==> config.mk <==
export PLATFORM = sky130hd
export DESIGN_NAME = fitness_evaluator
export DESIGN_NICKNAME = d
export VERILOG_FILES = /design/src/rtl/fitness_eval_pkg.sv /design/src/rtl/fitness_evaluator_error_accumulator.sv /design/src/rtl/fitness_evaluator.sv
export SDC_FILE = /design/constraint.sdc
export NUM_CORES = 1
export LEC_CHECK = 0
export BUFFER_PORTS_ARGS = -buffer_cell sky130_fd_sc_hd__buf_2
export CAP_MARGIN = 20
export CORE_MARGIN = 4
export CORE_UTILIZATION = 61
export CTS_CLUSTER_DIAMETER = 80
export DETAILED_ROUTE_END_ITERATION = 8
export PLACE_DENSITY = 0.88
export SETUP_SLACK_MARGIN = 0.15
export SLEW_MARGIN = 20
export SYNTH_ARGS = -nofsm -noshare
export SYNTH_HDL_FRONTEND = slang
export SYNTH_HIERARCHICAL = 1
export SYNTH_SLANG_ARGS = --single-unit
==> constraint.sdc <==
create_clock -name clk_clk -period 4.8 [get_ports clk_clk]
set_input_delay 0 -clock clk_clk [delete_from_list [all_inputs] [get_ports clk_clk]]
set_output_delay 0 -clock clk_clk [all_outputs]
set_load 0.1 [all_outputs]
==> src/rtl/fitness_eval_pkg.sv <==
// fitness_eval_pkg
//   Shared definitions for the fitness evaluator:
//   - state_t        : evaluation FSM states
//   - EXP_LSB/MASK_LSB/WORDS_PER_VEC : layout of one test vector in RAM
//   - settle_cnt_w() : width of the settle down-counter
package fitness_eval_pkg;

    typedef enum logic [2:0] {
        ST_IDLE,
        ST_RD_IN,
        ST_RD_EXP,
        ST_LATCH,
        ST_SETTLE,
        ST_COMPARE,
        ST_DONE,
        ST_ACK
    } state_t;

    // Word 2k holds the input vector; word 2k+1 holds expected value and mask.
    localparam int EXP_LSB       = 0;
    localparam int MASK_LSB      = 16;
    localparam int WORDS_PER_VEC = 2;

    // Counter must hold SETTLE_CYCLES-1; never narrower than one bit.
    function automatic int settle_cnt_w(input int cycles);
        int w;
        w = $clog2(cycles);
        return (w < 1) ? 1 : w;
    endfunction

endpackage

==> src/rtl/fitness_evaluator_error_accumulator.sv <==
// error_accumulator
//   One output channel's saturating error counter.
//   Ports:
//     clk, rst_n  : clock, asynchronous active-low reset
//     clear       : zero the counter (wins over enable)
//     enable      : compare cycle strobe
//     increment   : this channel mismatched under its mask
//     sum         : current count, sticks at all-ones
module error_accumulator
    import fitness_eval_pkg::*;
#(
    parameter int ERR_W = 32
) (
    input  logic             clk,
    input  logic             rst_n,
    input  logic             clear,
    input  logic             enable,
    input  logic             increment,
    output logic [ERR_W-1:0] sum
);

    always_ff @(posedge clk or negedge rst_n) begin
        if (!rst_n) begin
            sum <= '0;
        end else if (clear) begin
            sum <= '0;
        end else if (enable && increment && (sum != {ERR_W{1'b1}})) begin
            sum <= sum + ERR_W'(1);
        end
    end

endmodule

==> src/rtl/fitness_evaluator.sv <==
// fitness_evaluator
//   Walks N test vectors in RAM, drives each into the circuit under test,
//   waits SETTLE_CYCLES, then accumulates masked per-channel mismatches.
//   Ports:
//     clk_clk, reset_reset_n       : clock, asynchronous active-low reset
//     start_processing             : HPS level start request
//     done_feedback                : HPS acknowledge of done
//     sequences_to_process         : vector count N, sampled at start
//     ready_to_process             : high only while idle
//     done_processing              : run finished, error_sum stable
//     mem_*                        : read-only RAM port (1-cycle read latency)
//     circ_in / circ_out           : circuit under test stimulus / response
//     error_sum                    : channel c at [c*ERR_W +: ERR_W]
//   Handshake: start is a level; a run is accepted only in IDLE. After done,
//   the HPS raises done_feedback; the FSM then waits in ACK until both start
//   and done_feedback are low so a start left high cannot retrigger a run.
module fitness_evaluator
    import fitness_eval_pkg::*;
#(
    parameter int IN_W          = 5,
    parameter int OUT_CH        = 8,
    parameter int ERR_W         = 32,
    parameter int ADDR_W        = 14,
    parameter int SETTLE_CYCLES = 4
) (
    input  logic                    clk_clk,
    input  logic                    reset_reset_n,
    input  logic                    start_processing,
    input  logic                    done_feedback,
    input  logic [ADDR_W-1:0]       sequences_to_process,
    output logic                    ready_to_process,
    output logic                    done_processing,
    output logic [ADDR_W-1:0]       mem_address,
    output logic                    mem_chipselect,
    output logic                    mem_clken,
    output logic                    mem_write,
    output logic [3:0]              mem_byteenable,
    input  logic [31:0]             mem_readdata,
    output logic [IN_W-1:0]         circ_in,
    input  logic [OUT_CH-1:0]       circ_out,
    output logic [OUT_CH*ERR_W-1:0] error_sum
);

    localparam int SW = settle_cnt_w(SETTLE_CYCLES);
    localparam logic [SW-1:0] SETTLE_LOAD = SW'(SETTLE_CYCLES - 1);
    // Vector index bits that fit in the word address.
    localparam int VEC_IDX_W = ADDR_W - $clog2(WORDS_PER_VEC);
    localparam logic [ADDR_W-1:0] N_MAX = {1'b1, {(ADDR_W-1){1'b0}}};

    state_t              state;
    logic [ADDR_W-1:0]   n_q;
    logic [ADDR_W-1:0]   k_q;
    logic [ADDR_W-1:0]   k_next;
    logic [ADDR_W-1:0]   n_clamped;
    logic [OUT_CH-1:0]   exp_q;
    logic [OUT_CH-1:0]   mask_q;
    logic [SW-1:0]       settle_cnt;
    logic [OUT_CH-1:0]   mismatch;
    logic                acc_clear;
    logic                acc_en;
    logic                unused_rd;

    assign k_next    = k_q + ADDR_W'(1);
    assign n_clamped = (sequences_to_process > N_MAX) ? N_MAX : sequences_to_process;

    assign mem_clken      = mem_chipselect;
    assign mem_write      = 1'b0;
    assign mem_byteenable = 4'hF;

    // Only parts of each RAM word carry data.
    assign unused_rd = ^mem_readdata;

    always_ff @(posedge clk_clk or negedge reset_reset_n) begin
        if (!reset_reset_n) begin
            state            <= ST_IDLE;
            ready_to_process <= 1'b1;
            done_processing  <= 1'b0;
            mem_address      <= '0;
            mem_chipselect   <= 1'b0;
            circ_in          <= '0;
            n_q              <= '0;
            k_q              <= '0;
            exp_q            <= '0;
            mask_q           <= '0;
            settle_cnt       <= '0;
        end else begin
            case (state)
                ST_IDLE: begin
                    if (start_processing) begin
                        n_q              <= n_clamped;
                        k_q              <= '0;
                        ready_to_process <= 1'b0;
                        if (n_clamped == '0) begin
                            state           <= ST_DONE;
                            done_processing <= 1'b1;
                        end else begin
                            state          <= ST_RD_IN;
                            mem_address    <= '0;
                            mem_chipselect <= 1'b1;
                        end
                    end
                end
                ST_RD_IN: begin
                    state          <= ST_RD_EXP;
                    mem_address    <= {k_q[VEC_IDX_W-1:0], 1'b1};
                    mem_chipselect <= 1'b1;
                end
                ST_RD_EXP: begin
                    // Word 2k arrives now (address was presented in RD_IN).
                    state          <= ST_LATCH;
                    mem_chipselect <= 1'b0;
                    circ_in        <= mem_readdata[IN_W-1:0];
                end
                ST_LATCH: begin
                    state      <= ST_SETTLE;
                    exp_q      <= mem_readdata[EXP_LSB +: OUT_CH];
                    mask_q     <= mem_readdata[MASK_LSB +: OUT_CH];
                    settle_cnt <= SETTLE_LOAD;
                end
                ST_SETTLE: begin
                    if (settle_cnt == '0) begin
                        state <= ST_COMPARE;
                    end else begin
                        settle_cnt <= settle_cnt - SW'(1);
                    end
                end
                ST_COMPARE: begin
                    k_q <= k_next;
                    if (k_next == n_q) begin
                        state           <= ST_DONE;
                        done_processing <= 1'b1;
                    end else begin
                        state          <= ST_RD_IN;
                        mem_address    <= {k_next[VEC_IDX_W-1:0], 1'b0};
                        mem_chipselect <= 1'b1;
                    end
                end
                ST_DONE: begin
                    if (done_feedback) begin
                        state           <= ST_ACK;
                        done_processing <= 1'b0;
                    end
                end
                ST_ACK: begin
                    if (!start_processing && !done_feedback) begin
                        state            <= ST_IDLE;
                        ready_to_process <= 1'b1;
                    end
                end
                default: begin
                    state <= ST_IDLE;
                end
            endcase
        end
    end

    // Accumulators update on the edge that ends COMPARE.
    assign acc_clear = (state == ST_IDLE) && start_processing;
    assign acc_en    = (state == ST_COMPARE);
    assign mismatch  = (circ_out ^ exp_q) & mask_q;

    for (genvar c = 0; c < OUT_CH; c++) begin : g_acc
        error_accumulator #(
            .ERR_W(ERR_W)
        ) u_acc (
            .clk      (clk_clk),
            .rst_n    (reset_reset_n),
            .clear    (acc_clear),
            .enable   (acc_en),
            .increment(mismatch[c]),
            .sum      (error_sum[c*ERR_W +: ERR_W])
        );
    end

endmodule

# ---- After elaboration in Yosys (flattened, before gate mapping)
# Cells that the tools add are included.
# W data, S select, Z words.
dict set report classes {
  n_addsub 10
  mul 0
  div_mod_pow 0
  order_cmp 1
  eq_ne 25
  shifts 0
  n_mux 44
  n_bitwise 2
  n_reduce_logical 45
}
# cell count
set ops {}
lappend ops {{$mux W32} 16}
lappend ops {{$add A32 B1 Y32 const B} 8}
lappend ops {{$ne A32 B32 Y1 const B} 8}
lappend ops {{$mux W14} 5}
lappend ops {{$pmux W14 S3} 1}
lappend ops {{$pmux W14 S2} 1}
lappend ops {{$pmux W3 S8} 1}
lappend ops {{$reduce_bool A2 Y1} 11}
lappend ops {{$logic_and A1 B1 Y1} 18}
lappend ops {{$mux W3} 6}
lappend ops {{$ne A2 B2 Y1 const B} 9}
lappend ops {{$add A14 B1 Y14 const B} 1}
lappend ops {{$eq A14 B14 Y1} 1}
lappend ops {{$gt A14 B14 Y1 const B} 1}
lappend ops {{$logic_not A14 Y1} 1}
lappend ops {{$eq A3 B3 Y1 const B} 4}
lappend ops {{$reduce_and A4 Y1} 3}
lappend ops {{$mux W1} 9}
lappend ops {{$and A8 B8 Y8} 1}
lappend ops {{$xor A8 B8 Y8} 1}
lappend ops {{$eq A3 B2 Y1 const B} 2}
lappend ops {{$reduce_and A2 Y1} 3}
lappend ops {{$reduce_bool A3 Y1} 2}
lappend ops {{$reduce_and A5 Y1} 1}
lappend ops {{12 further kinds} 13}
dict set report totals {
  regBits 327
  latch_bits 0
  mem_bits_rw 0
  romBits 0
  output_inout_bits 284
  wordCells 146
  n_memories 0
}

# ---- Longest topological paths before layout
# Gate-level depths: netlist of run 1.
dict set report logic_depth {
  ltp_word 6
  ltp_mapped 11
  ltp_nobuf 9
}

# ---- Modules after synthesis
# Netlist of run 1, hierarchy kept.
# module n_inst cells_each area_each_um2 seq_area_each_um2
set modules_own_cells {}
lappend modules_own_cells {error_accumulator 8 193 1769.2 800.8}
lappend modules_own_cells {fitness_evaluator 1 431 4212.8 1778.0}

# ---- Least setup slack after synthesis of run 1
# No wires, ideal clock.
dict set report synth_path {
  path_type {register to register}
  start {reg state[1]}
  end {reg g_acc[0].u_acc.sum[25]}
  setup_ps 78
  arrival_ps 2788
  required_time_ps 4722
  slack_ps 1935
  stages_incl_launch_ff 11
  path_cell_list {dfrtp_1 > clkbuf_1 > nor2_1 > nand2_1 > inv_2 > clkbuf_1 > and2_1 > nand4_1 > a31o_2 > or4_1 > a21oi_1}
}
dict set report synth_via {
  elab_chain_len 4
  elab_cells_between_ends 7
}
# element line
set synth_lines {}
lappend synth_lines {{start: declaration} fitness_evaluator.sv:50} ;# state_t state;
lappend synth_lines {{start signal: assignment} fitness_evaluator.sv:75} ;# state <= ST_IDLE;
lappend synth_lines {{start signal: assignment} fitness_evaluator.sv:94} ;# state <= ST_DONE;
lappend synth_lines {{start signal: assignment} fitness_evaluator.sv:97} ;# state <= ST_RD_IN;
lappend synth_lines {{$eq A3 B3 Y1} fitness_evaluator.sv:159} ;# assign acc_en = (state == ST_COMPARE);
lappend synth_lines {{via acc_en} fitness_evaluator.sv:60} ;# logic acc_en;
lappend synth_lines {{$logic_and A1 B1 Y1 (2 in series)} fitness_evaluator_error_accumulator.sv:27} ;# end else if (enable && increment && (sum != {ERR_W{1'b1}})) begin
lappend synth_lines {{$reduce_bool A2 Y1 (no source line)} --}
lappend synth_lines {{end signal: assignment} fitness_evaluator_error_accumulator.sv:28} ;# sum <= sum + ERR_W'(1);
lappend synth_lines {{end: declaration} fitness_evaluator_error_accumulator.sv:19} ;# output logic [ERR_W-1:0] sum
# The timed path passes the listed nets, and every way through them passes these cells.
# A chain may end at the register's enable or synchronous reset.

# ---- Worst setup path in the final report of run 1
dict set report layout_path {
  start {reg state[0]}
  end {reg g_acc[2].u_acc.sum[19]}
}
dict set report layout_via {
  elab_chain_len 4
  elab_cells_between_ends 7
}
# element line
set layout_lines {}
lappend layout_lines {{$eq A3 B3 Y1} fitness_evaluator.sv:159}
lappend layout_lines {{$logic_and A1 B1 Y1 (2 in series)} fitness_evaluator_error_accumulator.sv:27}
lappend layout_lines {{$reduce_bool A2 Y1 (no source line)} --}
lappend layout_lines {{end signal: assignment} fitness_evaluator_error_accumulator.sv:28}
lappend layout_lines {{end: declaration} fitness_evaluator_error_accumulator.sv:19}
# Parallel ways exist; a longest one is shown, timed or not.

==> flow_metrics.tcl, run 1 <==
set metrics [dict create \
    dpl.cell_count 2604 \
    path_class "reg2reg" \
    finalWorstSetupSlack_ns 0.725 \
    cts-htree-levels 2 \
    grt_pass1_vias 16400 \
    start_util 0.620 \
    period_share 0.849 \
    drt-vias-per-instance 6.39 \
    clock_path_buffers 3 \
    ctsResizeCount 0 \
    grt_pass1_wl_um 84200 \
    finish.utilization 0.739 \
    synth-edff-count 0 \
    die_h_um 182 \
    final_cell_area_mm2 0.0219 \
    fillers 2065 \
    p_leak_nw 9.90 \
    syn_inst 1975 \
    clk_pin_slew_ns 0.06 \
    pre_cts_ws_ns 0.913 \
    cp_slowest_stage_delay_ns 0.76 \
    rr_worst_depth 9 \
    tritoncts "built" \
    io-pin-count 342 \
    rr_startpoint "state[0]" \
    area_growth_pct 19.3 \
    synth_area_mm2 0.0184 \
    p_sw_mw 3.26 \
    async_reset_ff_frac 1.00 \
    relSlewSlack 0.265 \
    grt_use_total 0.300 \
    ys_types 70 \
    ir_worst_vdd_uv 313 \
    die-area_mm2 0.0329 \
    netSwitchingFraction 0.370 \
    required_ns 5.21 \
    synth_flop_cell "dfrtp_1" \
    r2r_slack_ns 0.72 \
    dp_hpwl_um 33300 \
    die_x_um 182 \
    fmax_ghz 0.245 \
    final_cell_mix "326 x dfrtp_1, 319 x buf_2, 202 x nor2_1" \
    p_int_mw 5.55 \
    portBuffers 320 \
    ant_nets 0 \
    start_kind "register" \
    r2r_end "g_acc[2].u_acc/sum[19]" \
    power_mw 8.81 \
    end_kind "register" \
    mostFrequentLayoutCell "dfrtp_1" \
    insertion_delay_ns 0.51 \
    share_seq_of_total_power 0.375 \
    p_clk_frac 0.344 \
    hold_ws_ns 0.100 \
    placed_cell_area_mm2 0.0202 \
    drive_gt1_frac 0.214 \
    vias 17300 \
    cp_max_fo 26 \
    rows 63 \
    startpoint "state[0]" \
    worst_pin_slew_ns 1.09 \
    stdcell_count 2709 \
    wl_um 51200 \
    fin_crit_ns 4.08 \
    grt.overflow.total 0 \
    hp-class "in2async" \
    tns_ns 0 \
    outcome "completed" \
    hold_viol 0 \
    finClkSkew_ns 0.0156 \
    ys_warn_count 6 \
    power.density_mw_per_mm2 402 \
    p_comb_frac 0.281 \
    final_nets 2358 \
    wl_per_cell_um 18.9 \
    setup-violations-final 0 \
    path_cells "inv_1, nor2_1, nand2_1, inv_2, and2_1, nand4_1, a31o_2, or4_1, a21oi_1" \
    syn_area_per_cell_um2 9.30 \
    ys_ff_latch 327 \
    slowest_stage "dfrtp_1" \
    multiInputGateArea_mm2 0.00953 \
    numCtsBuffers 38 \
    route.detailed.drc 0 \
    antenna_found_initial 1 \
    clockRootBuffer "clkbuf_16" \
    slew_violations 0 \
    ys_seq_area_frac 0.446 \
    clock-sinks 327 \
    grt_max_degree 140 \
    register_area_mm2 0.00818 \
    post_cts_buffers 0 \
    rsz0062_at_grt "no" \
    drtPass1Iterations 6 \
    core_area_mm2 0.0296 \
    cp.arrival_ns 4.49 \
    drt-initial-drc-count 1826 \
    max-cap-violations 0 \
    routabilityCongestion 0.952 \
]
## kinds of logic after synthesis
family | after synthesis | share of synthesized area
and+or+nand+nor | 861 | 0.257
AOI/OAI and AO/OA | 402 | 0.144
DFF | 327 | 0.446
buffers and inverters | 166 | 0.0388
xor gates and xnor gates | 135 | 0.0644
muxes | 72 | 0.0434
adders and majority gates | 10 | 0.00681
other | 2 | 0.000409
## power groups by stage
stage / Clock [mW] / Sequential (mW) / Combinational [mW]
final: 3.03 / 3.30 / 2.48
after global routing: 3.19 / 3.33 / 2.65
after CTS: 3.08 / 3.29 / 2.47
after detailed placement: 0 / 3.33 / 2.41
after global placement: 0 / 3.30 / 2.35
after floorplan: 0 / 3.98 / 1.20
## state kept, by name, summed over array words and instances, names as in the netlist
| name | cells |
|---|---|
| k_q | 14 |
| g_acc.u_acc/sum | 256 |
| mem_address | 14 |
| mem_chipselect | 1 |
| exp_q | 8 |
| done_processing | 1 |
| n_q | 14 |
| state | 3 |
| settle_cnt | 2 |
| mask_q | 8 |
| circ_in | 5 |
| ready_to_process | 1 |
## worst max-delay path: cells and delay by family (launching register included)
family,cells,cell delay [ns]
AO/OA/AOI/OAI,2,0.59
buffers and inverters,2,0.92
flip-flops,1,0.76
AND/OR/NAND/NOR,5,1.70
## synthesized netlist by cell type, types with 9 or more instances
library cell	instances	area share
xnor2_1	112	0.053
nand2_1	129	0.026
nor2b_1	43	0.015
or4_1	66	0.027
a211oi_1	16	0.0065
nor4_1	50	0.017
o31ai_1	54	0.022
nand3_1	103	0.028
nand4_2	9	0.0061
buf_2	18	0.0049
nand2b_1	12	0.0041
o21ai_0	78	0.021
nor3_1	13	0.0035
clkbuf_1	56	0.011
dfrtp_1	326	0.44
a2111oi_0	16	0.0076
nor2_1	202	0.041
inv_1	62	0.013
and4_1	27	0.013
a21oi_1	126	0.034
xor2_1	23	0.011
mux2_2	45	0.028
mux2_1	16	0.0098
a31oi_1	18	0.0061
o211ai_1	12	0.0049
and2_1	24	0.0082
mux2i_1	11	0.0060
and3_1	24	0.0082
nand4_1	73	0.025
or3_1	58	0.020
buf_1	9	0.0018
buf_4	16	0.0065
o21ai_1	18	0.0049
a22o_1	10	0.0048
ha_1	10	0.0068
## final cells by class
| type | count | area share |
|---|---|---|
| inverters | 66 | 0.0117 |
| flip-flops and latches | 327 | 0.374 |
| clock inverters | 10 | 0.00697 |
| clock buffers | 58 | 0.0534 |
| repair buffers | 372 | 0.0972 |
| well taps | 390 | 0.0223 |
| multi-input cells | 1485 | 0.435 |
| diodes | 1 | 0.000114 |
## worst max path at each step
| stage | to | slack [ns] | depth (start not counted) |
|---|---|---|---|
| 6_report | g_acc[2].u_acc/sum[19] | 0.72 | 9 |
| 5_1_grt | g_acc[2].u_acc/sum[19] | 0.44 | 9 |
| 4_1_cts | g_acc[2].u_acc/sum[19] | 0.83 | 9 |
| 3_5_place_dp | g_acc[5].u_acc/sum[17] | 0.91 | 9 |
| 3_3_place_gp | g_acc[4].u_acc/sum[25] | 1.08 | 9 |
| 2_1_floorplan | g_acc[0].u_acc/sum[25] | 1.93 | 10 |
## routing by layer
layer  GRT usage  wire, µm  part of all wire  vias up
met5           0         0                 0        -
met4       0.144      2850             0.056        0
met3      0.0539      4190             0.082      201
met2       0.477     24100              0.47      898
met1       0.400     20100              0.39     8340
li1            -         -                 -     7879
## timing repair
action | in CTS | in global routing
hold buffers | 36 | 0
setup endpoints to repair | 0 | 0
hold endpoints to repair | 143 | 0
No activity file was read; power rests on OpenSTA's default activity.
==> inputs of run 2 (changes only) <==
--- a/config.mk
+++ b/config.mk
@@ -8,10 +8,10 @@
 export BUFFER_PORTS_ARGS = -buffer_cell sky130_fd_sc_hd__buf_2
 export CAP_MARGIN = 20
 export CORE_MARGIN = 4
-export CORE_UTILIZATION = 61
+export CORE_UTILIZATION = 51
 export CTS_CLUSTER_DIAMETER = 80
 export DETAILED_ROUTE_END_ITERATION = 8
-export PLACE_DENSITY = 0.88
+export PLACE_DENSITY = 0.79
 export SETUP_SLACK_MARGIN = 0.15
 export SLEW_MARGIN = 20
 export SYNTH_ARGS = -nofsm -noshare
==> constraint.sdc (replaced) <==
create_clock -name clk_clk -period 3.5 [get_ports clk_clk]
set_input_delay 0 -clock clk_clk [delete_from_list [all_inputs] [get_ports clk_clk]]
set_output_delay 0 -clock clk_clk [all_outputs]
set_load 0.1 [all_outputs]
==> run 2 against run 1 <==
  * Cell count increased by 3.4%
  * Clock power increased by 48%
  * Critical path depth unchanged
  * Via count decreased by 2.2%
  * Largest power group unchanged
  * Register-to-register slack got worse by 0.28 ns
  * Sequential power increased by 36%
  * Global-route usage decreased by 4.7 points
  * Total power increased by 41%
==> flow_metrics.tcl, run 2 (synthesized netlist as in run 1, its figures left out) <==
set metrics [dict create \
    outcome "completed" \
    wl_per_cell_um 18.3 \
    max-cap-violations 0 \
    wl_um 51300 \
    tritoncts "built" \
    antenna_found_initial 2 \
    post_cts_buffers 0 \
    largest_register_ffs 256 \
    start_kind "register" \
    core_area_mm2 0.0356 \
    period_share 0.874 \
    relSlewSlack 0.376 \
    finClkSkew_ns 0.0150 \
    rr_startpoint "state[2]" \
    die_x_um 198 \
    drt-vias-per-instance 6.05 \
    final_nets 2376 \
    rows 69 \
    worst_pin_slew_ns 0.932 \
    mostFrequentLayoutCell "dfrtp_1" \
    ir_worst_vdd_uv 844 \
    route.detailed.drc 0 \
    cp.arrival_ns 3.52 \
    clockRootBuffer "clkbuf_16" \
    end_kind "register" \
    power.density_mw_per_mm2 558 \
    dp_hpwl_um 34900 \
    grt_max_degree 107 \
    slew_violations 0 \
    rsz0062_at_grt "no" \
    drtPass1Iterations 7 \
    clock_path_buffers 3 \
    fin_crit_ns 3.06 \
    routabilityCongestion 0.904 \
    drive_gt1_frac 0.222 \
    cp_max_fo 89 \
    portBuffers 320 \
    grt_pass1_vias 16200 \
    crit_top_cell "buf_4" \
    clk_pin_slew_ns 0.06 \
    vias 16900 \
    hold_viol 0 \
    critPathBufInv 5 \
    area_growth_pct 21.1 \
    grt.overflow.total 0 \
    die_h_um 198 \
    hp-class "in2async" \
    cp_slowest_stage_delay_ns 0.56 \
    cts-htree-levels 2 \
    regMostFlops "g_acc.u_acc/sum" \
    tns_ns 0 \
    path_cells "buf_4, nor2b_1, nand2_1, inv_8, buf_12, buf_4, nand3b_1, dlygate4sd3_1, o21ai_0" \
    p_leak_nw 10.0 \
    setup-violations-final 0 \
    grt_pass1_wl_um 82400 \
    start_util 0.516 \
    slowest_stage "dlygate4sd3_1" \
    drt-initial-drc-count 1198 \
    r2r_end "n_q[11]" \
    ctsResizeCount 0 \
    fillers 2889 \
    numCtsBuffers 38 \
    r2r_slack_ns 0.44 \
    final_cell_area_mm2 0.0222 \
    ant_nets 0 \
    required_ns 3.96 \
    placed_cell_area_mm2 0.0204 \
    fmax_ghz 0.327 \
    clock-sinks 327 \
    grt_use_total 0.252 \
    path_class "reg2reg" \
    insertion_delay_ns 0.54 \
    io-pin-count 342 \
    rr_worst_depth 9 \
    final_cell_mix "326 x dfrtp_1, 319 x buf_2, 202 x nor2_1" \
    path_delay_family "buffers and inverters" \
    die-area_mm2 0.0391 \
]
## run 2: how the worst max path moves through the flow
stage | from | to | slack, ns | cells after the start
2_1_floorplan | state[1] | g_acc[0].u_acc/sum[25] | 0.63 | 10
3_3_place_gp | k_q[0] | mem_chipselect | 0.53 | 8
3_5_place_dp | k_q[0] | mem_chipselect | 0.49 | 8
4_1_cts | k_q[0] | mem_chipselect | 0.47 | 8
5_1_grt | k_q[0] | mem_chipselect | 0.23 | 8
6_report | state[2] | n_q[11] | 0.44 | 9
## run 2: power breakdown
group | total [mW] | leakage, nW | switching [mW] | internal (mW)
sequential | 4.48 | 4.48 | 0.338 | 4.14
combinational | 3.45 | 4.85 | 2.55 | 0.902
clock | 4.48 | 0.701 | 1.62 | 2.85
## run 2: area by class of cell
cell class,count,area (µm²),share of cell area
tap,461,577,0.0259
inverter,66,255,0.0115
multi-input combinational,1485,9520,0.428
antenna,3,7.51,0.000338
timing repair buffer,390,2270,0.102
clock inverter,14,250,0.0113
sequential,327,8180,0.368
clock buffer,55,1180,0.0530
## run 2: metal layers
metal	vias up	global-route usage	routed length [µm]
met4	0	0.125	2550
met1	8265	0.324	20900
met5	-	0	0
met2	589	0.412	24500
met3	150	0.0475	3300
li1	7929	-	-
## run 2: timing repair
item                                    CTS  global route
endpoints found under the setup margin    0             0
hold buffers                             37             0
hold endpoints to repair                140             0
## run 2: stage by stage
stage	total power [mW]	hold slack [ns]	util	instances	setup slack, ns
2_1_floorplan	7.11	-0.296	-	1978	0.635
3_5_place_dp	7.94	0.132	0.574	2692	0.486
6_report	12.4	0.133	0.625	2801	0.440
4_1_cts	12.5	0.146	0.625	2798	0.467
3_3_place_gp	7.85	0.118	0.574	2692	0.527
5_1_grt	12.9	0.190	0.625	2801	0.232
